[src/rtl/crossing_pkg.sv]
// crossing_pkg: lane state encoding and synchronized sensor patterns {l,r}
package crossing_pkg;
   typedef enum logic [2:0] {
      IDLE = 3'd0,
      L1   = 3'd1,
      LB   = 3'd2,
      LX   = 3'd3,
      R1   = 3'd4,
      RB   = 3'd5,
      RX   = 3'd6
   } lane_state_t;
   localparam logic [1:0] S_NONE = 2'b00;
   localparam logic [1:0] S_L    = 2'b10;
   localparam logic [1:0] S_R    = 2'b01;
   localparam logic [1:0] S_BOTH = 2'b11;
endpackage

[src/rtl/crossing_lane.sv]
// crossing_lane: one two-beam lane with synchronizer, direction FSM, stall timer and pulses
module crossing_lane
   import crossing_pkg::*;
#(
   parameter int TIMEOUT = 1000
) (
   input  logic clk,
   input  logic rst_n,
   input  logic sens_l,
   input  logic sens_r,
   output logic lr_pulse,
   output logic rl_pulse,
   output logic abort_pulse
);
   localparam int TW = $clog2(TIMEOUT);
   localparam logic [TW-1:0] T_LAST = TW'(TIMEOUT - 1);
   logic [1:0] sync1, s;
   logic [TW-1:0] timer;
   lane_state_t state, state_n;
   logic lr_n, rl_n, ab_n;
   always_ff @(posedge clk or negedge rst_n)
      if (!rst_n) begin
         sync1       <= '0;
         s           <= '0;
         state       <= IDLE;
         timer       <= '0;
         lr_pulse    <= 1'b0;
         rl_pulse    <= 1'b0;
         abort_pulse <= 1'b0;
      end else begin
         sync1       <= {sens_l, sens_r};
         s           <= sync1;
         state       <= state_n;
         timer       <= (state_n != state || state == IDLE) ? '0 : timer + TW'(1);
         lr_pulse    <= lr_n;
         rl_pulse    <= rl_n;
         abort_pulse <= ab_n;
      end
   // a stall wins over whatever the beams do in the same cycle
   always_comb begin
      state_n = state;
      lr_n    = 1'b0;
      rl_n    = 1'b0;
      ab_n    = 1'b0;
      if (state != IDLE && timer == T_LAST) begin
         state_n = IDLE;
         ab_n    = 1'b1;
      end else
         case (state)
            IDLE: state_n = s == S_L ? L1 : s == S_R ? R1 : IDLE;
            L1: begin
               state_n = s == S_BOTH ? LB : s == S_L ? L1 : IDLE;
               ab_n    = s == S_R;
            end
            LB: begin
               state_n = s == S_R ? LX : s == S_L ? L1 : s == S_NONE ? IDLE : LB;
               ab_n    = s == S_NONE;
            end
            LX: begin
               state_n = s == S_BOTH ? LB : s == S_R ? LX : IDLE;
               lr_n    = s == S_NONE;
               ab_n    = s == S_L;
            end
            R1: begin
               state_n = s == S_BOTH ? RB : s == S_R ? R1 : IDLE;
               ab_n    = s == S_L;
            end
            RB: begin
               state_n = s == S_L ? RX : s == S_R ? R1 : s == S_NONE ? IDLE : RB;
               ab_n    = s == S_NONE;
            end
            RX: begin
               state_n = s == S_BOTH ? RB : s == S_L ? RX : IDLE;
               rl_n    = s == S_NONE;
               ab_n    = s == S_R;
            end
            default: state_n = IDLE;
         endcase
   end
endmodule

[src/rtl/crossing_counter.sv]
// crossing_counter: multi-lane crossing detector with wrapping totals and a saturating net count
module crossing_counter
   import crossing_pkg::*;
#(
   parameter int LANES   = 2,
   parameter int CNT_W   = 8,
   parameter int TIMEOUT = 1000
) (
   input  logic                    clk,
   input  logic                    rst_n,
   input  logic [LANES-1:0]        sens_l,
   input  logic [LANES-1:0]        sens_r,
   input  logic                    clr,
   output logic [LANES-1:0]        lr_pulse,
   output logic [LANES-1:0]        rl_pulse,
   output logic [LANES-1:0]        abort_pulse,
   output logic [CNT_W-1:0]        total_lr,
   output logic [CNT_W-1:0]        total_rl,
   output logic signed [CNT_W:0]   net
);
   localparam int PW = $clog2(LANES + 1);
   localparam int NW = CNT_W + 6;
   localparam logic signed [NW-1:0] LIM = NW'((1 << CNT_W) - 1);
   logic [PW-1:0] n_lr, n_rl;
   logic signed [NW-1:0] net_x, net_s;
   for (genvar i = 0; i < LANES; i++) begin : g_lane
      crossing_lane #(.TIMEOUT(TIMEOUT)) u_lane (
         .clk         (clk),
         .rst_n       (rst_n),
         .sens_l      (sens_l[i]),
         .sens_r      (sens_r[i]),
         .lr_pulse    (lr_pulse[i]),
         .rl_pulse    (rl_pulse[i]),
         .abort_pulse (abort_pulse[i])
      );
   end
   // net is evaluated in a wider signed domain so the clamp sees the true sum
   always_comb begin
      n_lr = '0;
      n_rl = '0;
      for (int k = 0; k < LANES; k++) begin
         n_lr = n_lr + PW'(lr_pulse[k]);
         n_rl = n_rl + PW'(rl_pulse[k]);
      end
      net_x = NW'(net) + $signed(NW'(n_lr)) - $signed(NW'(n_rl));
      net_s = net_x > LIM ? LIM : net_x < -LIM ? -LIM : net_x;
   end
   always_ff @(posedge clk or negedge rst_n)
      if (!rst_n) begin
         total_lr <= '0;
         total_rl <= '0;
         net      <= '0;
      end else if (clr) begin
         total_lr <= '0;
         total_rl <= '0;
         net      <= '0;
      end else begin
         total_lr <= total_lr + CNT_W'(n_lr);
         total_rl <= total_rl + CNT_W'(n_rl);
         net      <= net_s[CNT_W:0];
      end
endmodule

[config.mk]
export PLATFORM = sky130hd
export DESIGN_NAME = crossing_counter
export DESIGN_NICKNAME = d
export VERILOG_FILES = /design/src/rtl/crossing_pkg.sv /design/src/rtl/crossing_lane.sv /design/src/rtl/crossing_counter.sv
export SDC_FILE = /design/constraint.sdc
export NUM_CORES = 1
export LEC_CHECK = 0
export ABC_AREA = 1
export CAP_MARGIN = 20
export CORE_MARGIN = 10
export CORE_UTILIZATION = 50
export CTS_CLUSTER_DIAMETER = 120
export DETAILED_ROUTE_END_ITERATION = 8
export HOLD_SLACK_MARGIN = 0.05
export PLACE_DENSITY_LB_ADDON = 0.08
export SLEW_MARGIN = 25
export SYNTH_ARGS = -nofsm -noshare
export SYNTH_HDL_FRONTEND = slang
export SYNTH_HIERARCHICAL = 1
export SYNTH_SLANG_ARGS = --single-unit
[constraint.sdc]
create_clock -name clk -period 2.6 [get_ports clk]
set_input_delay 0.52 -clock clk [delete_from_list [all_inputs] [get_ports clk]]
set_output_delay 0.52 -clock clk [all_outputs]
set_load 0.03 [all_outputs]
### Yosys cells after proc, flatten, opt, wreduce, memory -nomap -nowiden

Cells that the tools add are included.

| cells by class | value |
|---|---|
| $add $sub $neg | 8 |
| $mul | 0 |
| div/mod/pow operators | 0 |
| magnitude comparators | 2 |
| eq/ne operators | 22 |
| shift operators | 0 |
| mux-type cells | 53 |
| bitwise operators | 0 |
| reductions and logical operators | 16 |

Operator list:

| cell | number |
|---|---|
| two-way mux 3 bit | 26 |
| one-hot mux 3 bit (7 select lines) | 2 |
| two-way mux 9 bit | 3 |
| adder 10 x 1 -> 10 bit, second input constant | 2 |
| equality test 10 bit, second input constant | 2 |
| two-way mux 10 bit | 2 |
| equality test 3 bit, second input constant | 6 |
| adder 8 x 2 -> 8 bit | 2 |
| two-way mux 8 bit | 2 |
| equality test 3 x 2 -> 1 bit, second input constant | 4 |
| two-way mux 1 bit | 12 |
| OR reduction 2 bit | 6 |
| > comparator 11 x 9 -> 1 bit, second input constant | 1 |
| less-than comparator 11 x 9 -> 1 bit, second input constant | 1 |
| subtractor 10 x 3 -> 11 bit | 1 |
| adder 9 x 3 -> 10 bit | 1 |
| equality test 2 bit, second input constant | 4 |
| two-way mux 2 bit | 4 |
| equality test 3 x 1 -> 1 bit, second input constant | 2 |
| zero test 3 bit | 2 |
| inequality test 3 bit | 2 |
| one-hot mux 1 bit (3 select lines) | 2 |
| nonzero test 3 bit | 2 |
| adder 1 x 1 -> 2 bit | 2 |
| other kinds (4) | 8 |

| word-level totals | value |
|---|---|
| flip-flop bits (word level) | 65 |
| latch bits | 0 |
| memory bits (writable) | 0 |
| bits in read-only memories | 0 |
| output and inout port bits | 31 |
| word-level logic and storage cells | 118 |
| memories | 0 |

### Longest topological paths before layout

Gate-level depths: netlist (run 1).

| depth | value |
|---|---|
| word-level depth | 9 |
| gate-level depth with buffers | 18 |

### Modules after synthesis

The synthesis (run 1) kept the hierarchy.

Modules (own cells, without submodules):

| module | times used | cells an instance | area an instance (um^2) | seq. area each (um^2) |
|---|---|---|---|---|
| crossing_lane | 2 | 145 | 1280.0 | 500.5 |
| crossing_counter | 1 | 231 | 1739.2 | 625.6 |

### Least setup slack after synthesis (run 1)

Ideal clock, no wire load.

| timing path | value |
|---|---|
| path kind | register -> register |
| from | register g_lane[1].u_lane.lr_pulse |
| to | register net[3] |
| setup time | 0.123 ns |
| arrival time | 2.675 ns |
| required time | 2.477 ns |
| setup slack | -0.198 ns |
| cell stages (with the launch flop) | 15 |
| path buffers | 0 |
| period minus slack after synthesis | 2.798 ns |
| cells stage by stage | dfrtp_1 > ha_1 > inv_1 > fa_1 > inv_1 > fa_1 > or2_2 > nor2_1 > nand3_1 > nor2_1 > nand2_1 > nand2_2 > nand2_4 > nand3_1 > nand2_1 |

| between the ends | value |
|---|---|
| cells in the longest elaborated chain, start to end | 7 |
| elaborated cells between the ends (all ways) | 8 |

Ends and longest elaborated chain:

| item | RTL line | text |
|---|---|---|
| start: declaration | crossing_lane.sv:11 | `output logic lr_pulse,` |
| start signal: assignment | crossing_lane.sv:35 | `lr_pulse <= lr_n;` |
| adder 1 x 1 -> 2 bit (*) | crossing_counter.sv:42 | `n_lr = n_lr + PW'(lr_pulse[k]);` |
| adder 9 x 3 -> 10 bit (*) | crossing_counter.sv:45 | `net_x = NW'(net) + $signed(NW'(n_lr)) - $signed(NW'(n_rl));` |
| subtractor 10 x 3 -> 11 bit (*) | crossing_counter.sv:45 |  |
| less-than comparator 11 x 9 -> 1 bit | crossing_counter.sv:46 | `net_s = net_x > LIM ? LIM : net_x < -LIM ? -LIM : net_x;` |
| two-way mux 9 bit | crossing_counter.sv:46 |  |
| two-way mux 9 bit (*) | crossing_counter.sv:46 |  |
| two-way mux 9 bit (*) | crossing_counter.sv:53 | `end else if (clr) begin` |
| end signal: assignment | crossing_counter.sv:60 | `net <= net_s[CNT_W:0];` |
| end: declaration | crossing_counter.sv:19 | `output logic signed [CNT_W:0] net` |

Mark *: on every way between the ends. The rest lies on a longest branch, timed or not.

### Worst setup path in the final report (run 1)

| timing path | value |
|---|---|
| from | register g_lane[0].u_lane.lr_pulse |
| to | register net[3] |

| between the ends | value |
|---|---|
| cells in the longest elaborated chain, start to end | 7 |
| elaborated cells between the ends (all ways) | 8 |

Ends and longest elaborated chain:

| item | RTL line |
|---|---|
| start: declaration | crossing_lane.sv:11 |
| start signal: assignment | crossing_lane.sv:35 |
| adder 1 x 1 -> 2 bit (*) | crossing_counter.sv:42 |
| adder 9 x 3 -> 10 bit (*) | crossing_counter.sv:45 |
| subtractor 10 x 3 -> 11 bit (*) | crossing_counter.sv:45 |
| less-than comparator 11 x 9 -> 1 bit | crossing_counter.sv:46 |
| two-way mux 9 bit | crossing_counter.sv:46 |
| two-way mux 9 bit (*) | crossing_counter.sv:46 |
| two-way mux 9 bit (*) | crossing_counter.sv:53 |

Marked as above.

==> flow_metrics.py, run 1 <==
metrics = {
    "clock_tree": {
        "clock_sink_count": 65,
        "clk_pin_slew_worst_paths_ns": 0.07,
        "cts_made_buffers": 9,
        "cts_root_buffer": "clkbuf_8",
        "htreeDepth": 3,
        "clockBufferDepth": 2,
        "cts_tree": "yes",
        "clock_latency_ns": 0.33,
    },
    "worst_setup_path": {
        "path_max_fanout": 8,
        "rr_endpoint": "net[3]",
        "crit_path_end_kind": "flop",
        "critPathLaunch": "g_lane[0].u_lane/lr_pulse",
        "r2r_start": "g_lane[0].u_lane/lr_pulse",
        "crit_required_ns": 2.82,
        "startpoint_type": "flop",
        "worstSetupPathType": "reg2reg",
        "r2r_setup_slack_ns": -0.006,
        "worst-r2r-cell-count": 15,
        "crit_arrival_ns": 2.83,
    },
    "placement": {
        "placedCellCount": 659,
        "detailed_place_hpwl_um": 6430,
        "dp_slack_ns": -0.0527,
        "place_area_sq_mm": 0.00484,
        "port_buffers": 37,
        "place_congestion": 0.874,
    },
    "finish": {
        "final_cells": 678,
        "nets": 615,
        "final_util_pct": 61.1,
        "drive_gt1_share_pct": 20.1,
        "fin_area_sq_mm": 0.00507,
        "antennaDiodeCount": 0,
        "area_growth_pct": 18.0,
        "nFillCells": 780,
    },
    "logic_synthesis": {
        "synth_top_area_share_pct": 37.8,
        "synth-main-ff-cell": "dfrtp_1",
        "ys_seq_elements": 65,
        "synth_most_common_cell": "nand2_1",
        "synthTopCellsByCount": "nand2_1, inv_1, dfrtp_1, nand3_1, nor2_1",
        "ys_types": 32,
        "yosys-top-cells-area": "dfrtp_1, ha_1, nand2_1",
        "yosys_warnings": 6,
        "avgSynthCellArea_sq_um": 8.25,
        "syn_nets": 566,
        "synth_edf_count": 0,
        "ys_seq_area_share_pct": 37.8,
        "ys_async_sr_fraction_pct": 100,
        "synthCells": 521,
        "yosysTopAreaCell": "dfrtp_1",
        "synth.cell_area_sq_mm": 0.00430,
    },
    "floorplanning": {
        "coreArea_sq_mm": 0.00830,
        "fp.dieW_um": 113,
        "die_h_um": 113,
        "rows": 33,
        "die-area_sq_mm": 0.0127,
        "io_pins": 38,
        "initial_core_util_pct": 51.8,
    },
    "pwr": {
        "max-vdd-ir-drop_v": 0.000453,
        "p_per_area_mw_per_mm2": 933,
        "p_leak_nw": 2.56,
        "power_mw": 4.73,
    },
    "route": {
        "routed_wirelength_um": 8360,
        "vias": 3353,
        "vias_per_cell": 4.95,
        "drtIter0Drc": 204,
        "drc": 0,
        "drt_first_pass_iters": 4,
        "ant_nets": 0,
        "wl_per_cell_um": 12.3,
    },
    "global_routing": {
        "grt_use_total_pct": 13.5,
        "grt_max_degree": 66,
        "grt_pass1_vias": 3238,
        "antenna_found_initial": 0,
        "grt_pass1_wl_um": 14500,
        "grt-ovfl-total": 0,
    },
    "timing": {
        "finalCritPeriodShare_pct": 100,
        "finalWorstSetupSlack_ns": -0.00581,
        "clock.fmax_mhz": 384,
        "setup-violations-final": 1,
        "relSlewSlack_pct": 68.1,
        "fin_hold_ws_ns": 0.182,
        "drv_slew": 0,
        "setup_tns_ns": -0.00581,
        "final.setup_skew_ns": 0.00624,
        "grt_setup_unrepaired": "true",
        "period_needed_ns": 2.61,
        "final_hold_viol_count": 0,
        "worst_pin_slew_ns": 0.479,
    },
    "status": {
        "violations": "negative setup slack",
        "outcome": "complete, but fails checks",
    },
    "hold_path": {
        "worstHoldPathType": "in2async",
    },
    "run": {
        "maxCapViolations": 0,
    },
}
## worst max-delay path by stage
| stage | cells past startpoint | endpoint | slack [ns] |
|---|---|---|---|
| final | 15 | net[3] | -0.006 |
| after global routing | 18 | net[5] | -0.14 |
| after CTS | 15 | net[5] | 0.007 |
| after detailed placement | 15 | net[5] | -0.05 |
| after global placement | 15 | net[5] | 0.005 |
| after floorplan | 15 | net[2] | 0.01 |
## per-layer routing
layer	vias up	GRT usage [%]	routed length [um]
li1	1744	-	-
met1	1534	17.3	3930
met2	61	21.3	3870
met3	14	3.33	409
met4	0	5.50	151
met5	-	0	0
## flip-flops by register name (all words and copies together), names as in the netlist, 4 cells and up
signal               cells
g_lane.u_lane/state      6
net                      9
total_lr                 8
g_lane.u_lane/sync1      4
total_rl                 8
g_lane.u_lane/s          4
g_lane.u_lane/timer     20
## placed cells by master, fill, tap and decap left out
cell type / n
o21bai_1: 1
nor3_1: 5
nor2_8: 2
nand3b_1: 6
a221oi_1: 2
clkdlybuf4s50_1: 36
ha_1: 30
o21ai_2: 2
nand3_2: 13
dfrtp_2: 4
clkbuf_8: 11
o21ai_0: 15
or2_4: 1
nand3_1: 34
inv_4: 4
nand2_4: 5
a21oi_1: 17
buf_4: 8
fa_2: 1
fa_1: 3
inv_2: 5
a21oi_2: 2
nand4_4: 2
buf_2: 1
xor2_1: 13
nor2_4: 6
dfrtp_1: 61
nand2_2: 15
o21ai_1: 2
xnor2_1: 2
nand2_1: 99
ha_4: 4
nor2_2: 28
nand4_1: 12
inv_1: 76
nor2_1: 41
clkbuf_1: 3
buf_12: 1
## worst max-delay path: stages (launching register included)
cell and delay, ns:
dfrtp_2 0.42, ha_4 0.27, inv_2 0.04, ha_4 0.25, inv_2 0.04, ha_4 0.15
fa_2 0.47, or2_4 0.24, nor2_2 0.07, nand3_1 0.07, nor2_1 0.08, nand2_1 0.06
nand2_2 0.07, nand2_4 0.10, nand3_2 0.10, nand2_2 0.04
## area by class of cell
type	instances	area, sq um	share of cell area (%)
Timing Repair Buffer	46	445	8.78
Inverter	85	329	6.48
Tap cell	105	131	2.59
Sequential cell	65	1630	32.1
Multi-Input combinational cell	363	2370	46.8
Clock buffer	14	163	3.21
## cells by family after synthesis
| family | synth area share, % |
|---|---|
| fa+ha+maj | 11.8 |
| compound gates | 5.36 |
| simple gates | 32.5 |
| flops | 37.8 |
| xor+xnor | 3.06 |
| buf+inv | 9.49 |
## power breakdown
group	total [mW]	switching, mW	leakage (nW)	internal [mW]
registers	1.36	0.206	0.865	1.15
clock network	0.731	0.342	0.0826	0.389
logic	2.65	1.69	1.61	0.953
total	4.73	2.24	2.56	2.49
## repair_timing
item,in CTS,in global routing
hold buffers,0,0
endpoints found under the setup margin,7,8
pin swaps,5,5
setup buffers,4,1
gates resized for setup,2,8
Note: power is estimated with default switching activity, not from simulation.
==> run 2, diff against run 1 <==
==> constraint.sdc (replaced) <==
create_clock -name clk -period 3.35 [get_ports clk]
set_input_delay 0.67 -clock clk [delete_from_list [all_inputs] [get_ports clk]]
set_output_delay 0.67 -clock clk [all_outputs]
set_load 0.03 [all_outputs]
==> run 2 against run 1 <==
Against the previous run:
- the flow now finishes without violations
- final cell count down 0.74%
- core utilization decreased by 1.1 points
- first-iteration DRC count shrank 37%
- count of clock-buffer cells in the layout shrank 5
- wire length grew 0.63%
- register-to-register slack improved by 0.54 ns
- sequential power shrank 22%
- sequential cell count stayed put
- critical endpoint is now net[5]
- largest cell class unchanged
- largest power group unchanged
==> flow_metrics.py, run 2 (synthesis results as in run 1) <==
metrics = {
    "placement": {
        "place_area_sq_mm": 0.00474,
        "placedCellCount": 657,
        "dp_slack_ns": 0.534,
        "detailed_place_hpwl_um": 6630,
        "port_buffers": 37,
        "place_congestion": 0.856,
    },
    "timing": {
        "period_needed_ns": 2.82,
        "drv_slew": 0,
        "setup-violations-final": 0,
        "finalCritPeriodShare_pct": 84.1,
        "relSlewSlack_pct": 48.3,
        "fin_hold_ws_ns": 0.350,
        "grt_setup_unrepaired": "false",
        "final.setup_skew_ns": 0.00759,
        "final_hold_viol_count": 0,
        "worst_pin_slew_ns": 0.776,
        "clock.fmax_mhz": 355,
        "finalWorstSetupSlack_ns": 0.532,
        "setup_tns_ns": 0,
    },
    "route": {
        "wl_met2_um": 3880,
        "drtIter0Drc": 128,
        "drt_first_pass_iters": 4,
        "highest_layer": "met4",
        "wl_per_cell_um": 12.5,
        "routed_wirelength_um": 8410,
        "ant_nets": 0,
        "route.met3.wl_um": 387,
        "drc": 0,
        "vias_per_cell": 5.00,
        "vias": 3364,
        "wl_met1_um": 4060,
    },
    "floorplanning": {
        "coreArea_sq_mm": 0.00830,
        "initial_core_util_pct": 51.8,
        "rows": 33,
        "io_pins": 38,
        "die_h_um": 113,
        "fp.dieW_um": 113,
        "die-area_sq_mm": 0.0127,
    },
    "finish": {
        "fin_area_sq_mm": 0.00499,
        "layout_commonest_cell": "nand2_1",
        "drive_gt1_share_pct": 15.3,
        "antennaDiodeCount": 0,
        "most-common-layout-cells": "nand2_1, inv_1, dfrtp_1, nand3_1, nor2_1",
        "area_growth_pct": 16.0,
        "largest_reg_flops": 20,
        "final_util_pct": 60.1,
        "top_regs": "g_lane.u_lane/timer (20), net (9)",
        "final_cells": 673,
        "largest-register": "g_lane.u_lane/timer",
        "nets": 608,
    },
    "worst_setup_path": {
        "path_max_fanout": 8,
        "crit_required_ns": 3.57,
        "crit_arrival_ns": 3.04,
        "cpPeakStageDelay_ns": 0.52,
        "path_delay_family": "adder cells",
        "slowest_stage": "fa_1",
        "crit_path_end_kind": "flop",
        "cp.buffers_inverters": 1,
        "path_cells": "ha_1, fa_1, inv_1, fa_1, or2_2, nor2_1, nand3_1, nor2_1, nand2_1, nand2_2, nand2_4, nand3_1, nand2_1",
        "startpoint_type": "flop",
        "worstSetupPathType": "reg2reg",
    },
    "clock_tree": {
        "cts_tree": "yes",
        "postCtsHoldBufs": 0,
        "htreeDepth": 3,
        "cts_made_buffers": 9,
        "clock_latency_ns": 0.34,
        "cts_root_buffer": "clkbuf_8",
        "cts_resized": 0,
        "clk_pin_slew_worst_paths_ns": 0.08,
        "cts_post_setup_buffers_inserted": 0,
        "clockBufferDepth": 2,
        "clock_sink_count": 65,
    },
    "global_routing": {
        "grt_pass1_vias": 3218,
        "grt_pass1_wl_um": 14800,
        "grt-ovfl-total": 0,
        "grt_use_total_pct": 13.7,
        "antenna_found_initial": 0,
        "grt_max_degree": 35,
    },
    "run": {
        "maxCapViolations": 0,
    },
    "hold_path": {
        "worstHoldPathType": "reg2reg",
    },
    "status": {
        "outcome": "finished clean",
    },
    "pwr": {
        "p_per_area_mw_per_mm2": 753,
        "power_mw": 3.75,
        "max-vdd-ir-drop_v": 0.000362,
        "p_leak_nw": 2.56,
    },
}
run 2: worst paths after layout:
kind / from / endpoint / slack, ns / cells past startpoint
worst max-delay path: g_lane[0].u_lane/rl_pulse / net[5] / 0.53 / 13
worst min-delay path: g_lane[0].u_lane/sync1[1] / g_lane[0].u_lane/s[1] / 0.35 / 0
worst max register to register: g_lane[0].u_lane/rl_pulse / net[5] / 0.53 / 13
worst min register to register: g_lane[0].u_lane/sync1[1] / g_lane[0].u_lane/s[1] / 0.35 / 0
max in group asynchronous: rst_n / g_lane[1].u_lane/s[1] / 2.31 / 2
min in group asynchronous: rst_n / total_lr[7] / 0.41 / 1
run 2: final cells by class:
class	instances	area [sq um]
multi-input combinational	363	2260
clock inverter	7	119
timing repair buffer	39	393
tap	105	131
inverter	85	329
sequential	65	1630
fill	759	3310
clock buffer	9	124
run 2: layer usage:
metal  vias to the layer above  GRT usage (%)
met3                         9           3.70
met2                        65           22.0
met4                         0           3.98
met5                         -              0
li1                       1724              -
met1                      1566           17.7
run 2: power breakdown:
part / switching, mW / internal (mW) / leakage (nW)
Sequential: 0.164 / 0.891 / 0.872
Clock: 0.310 / 0.494 / 0.115
Combinational: 1.23 / 0.668 / 1.57
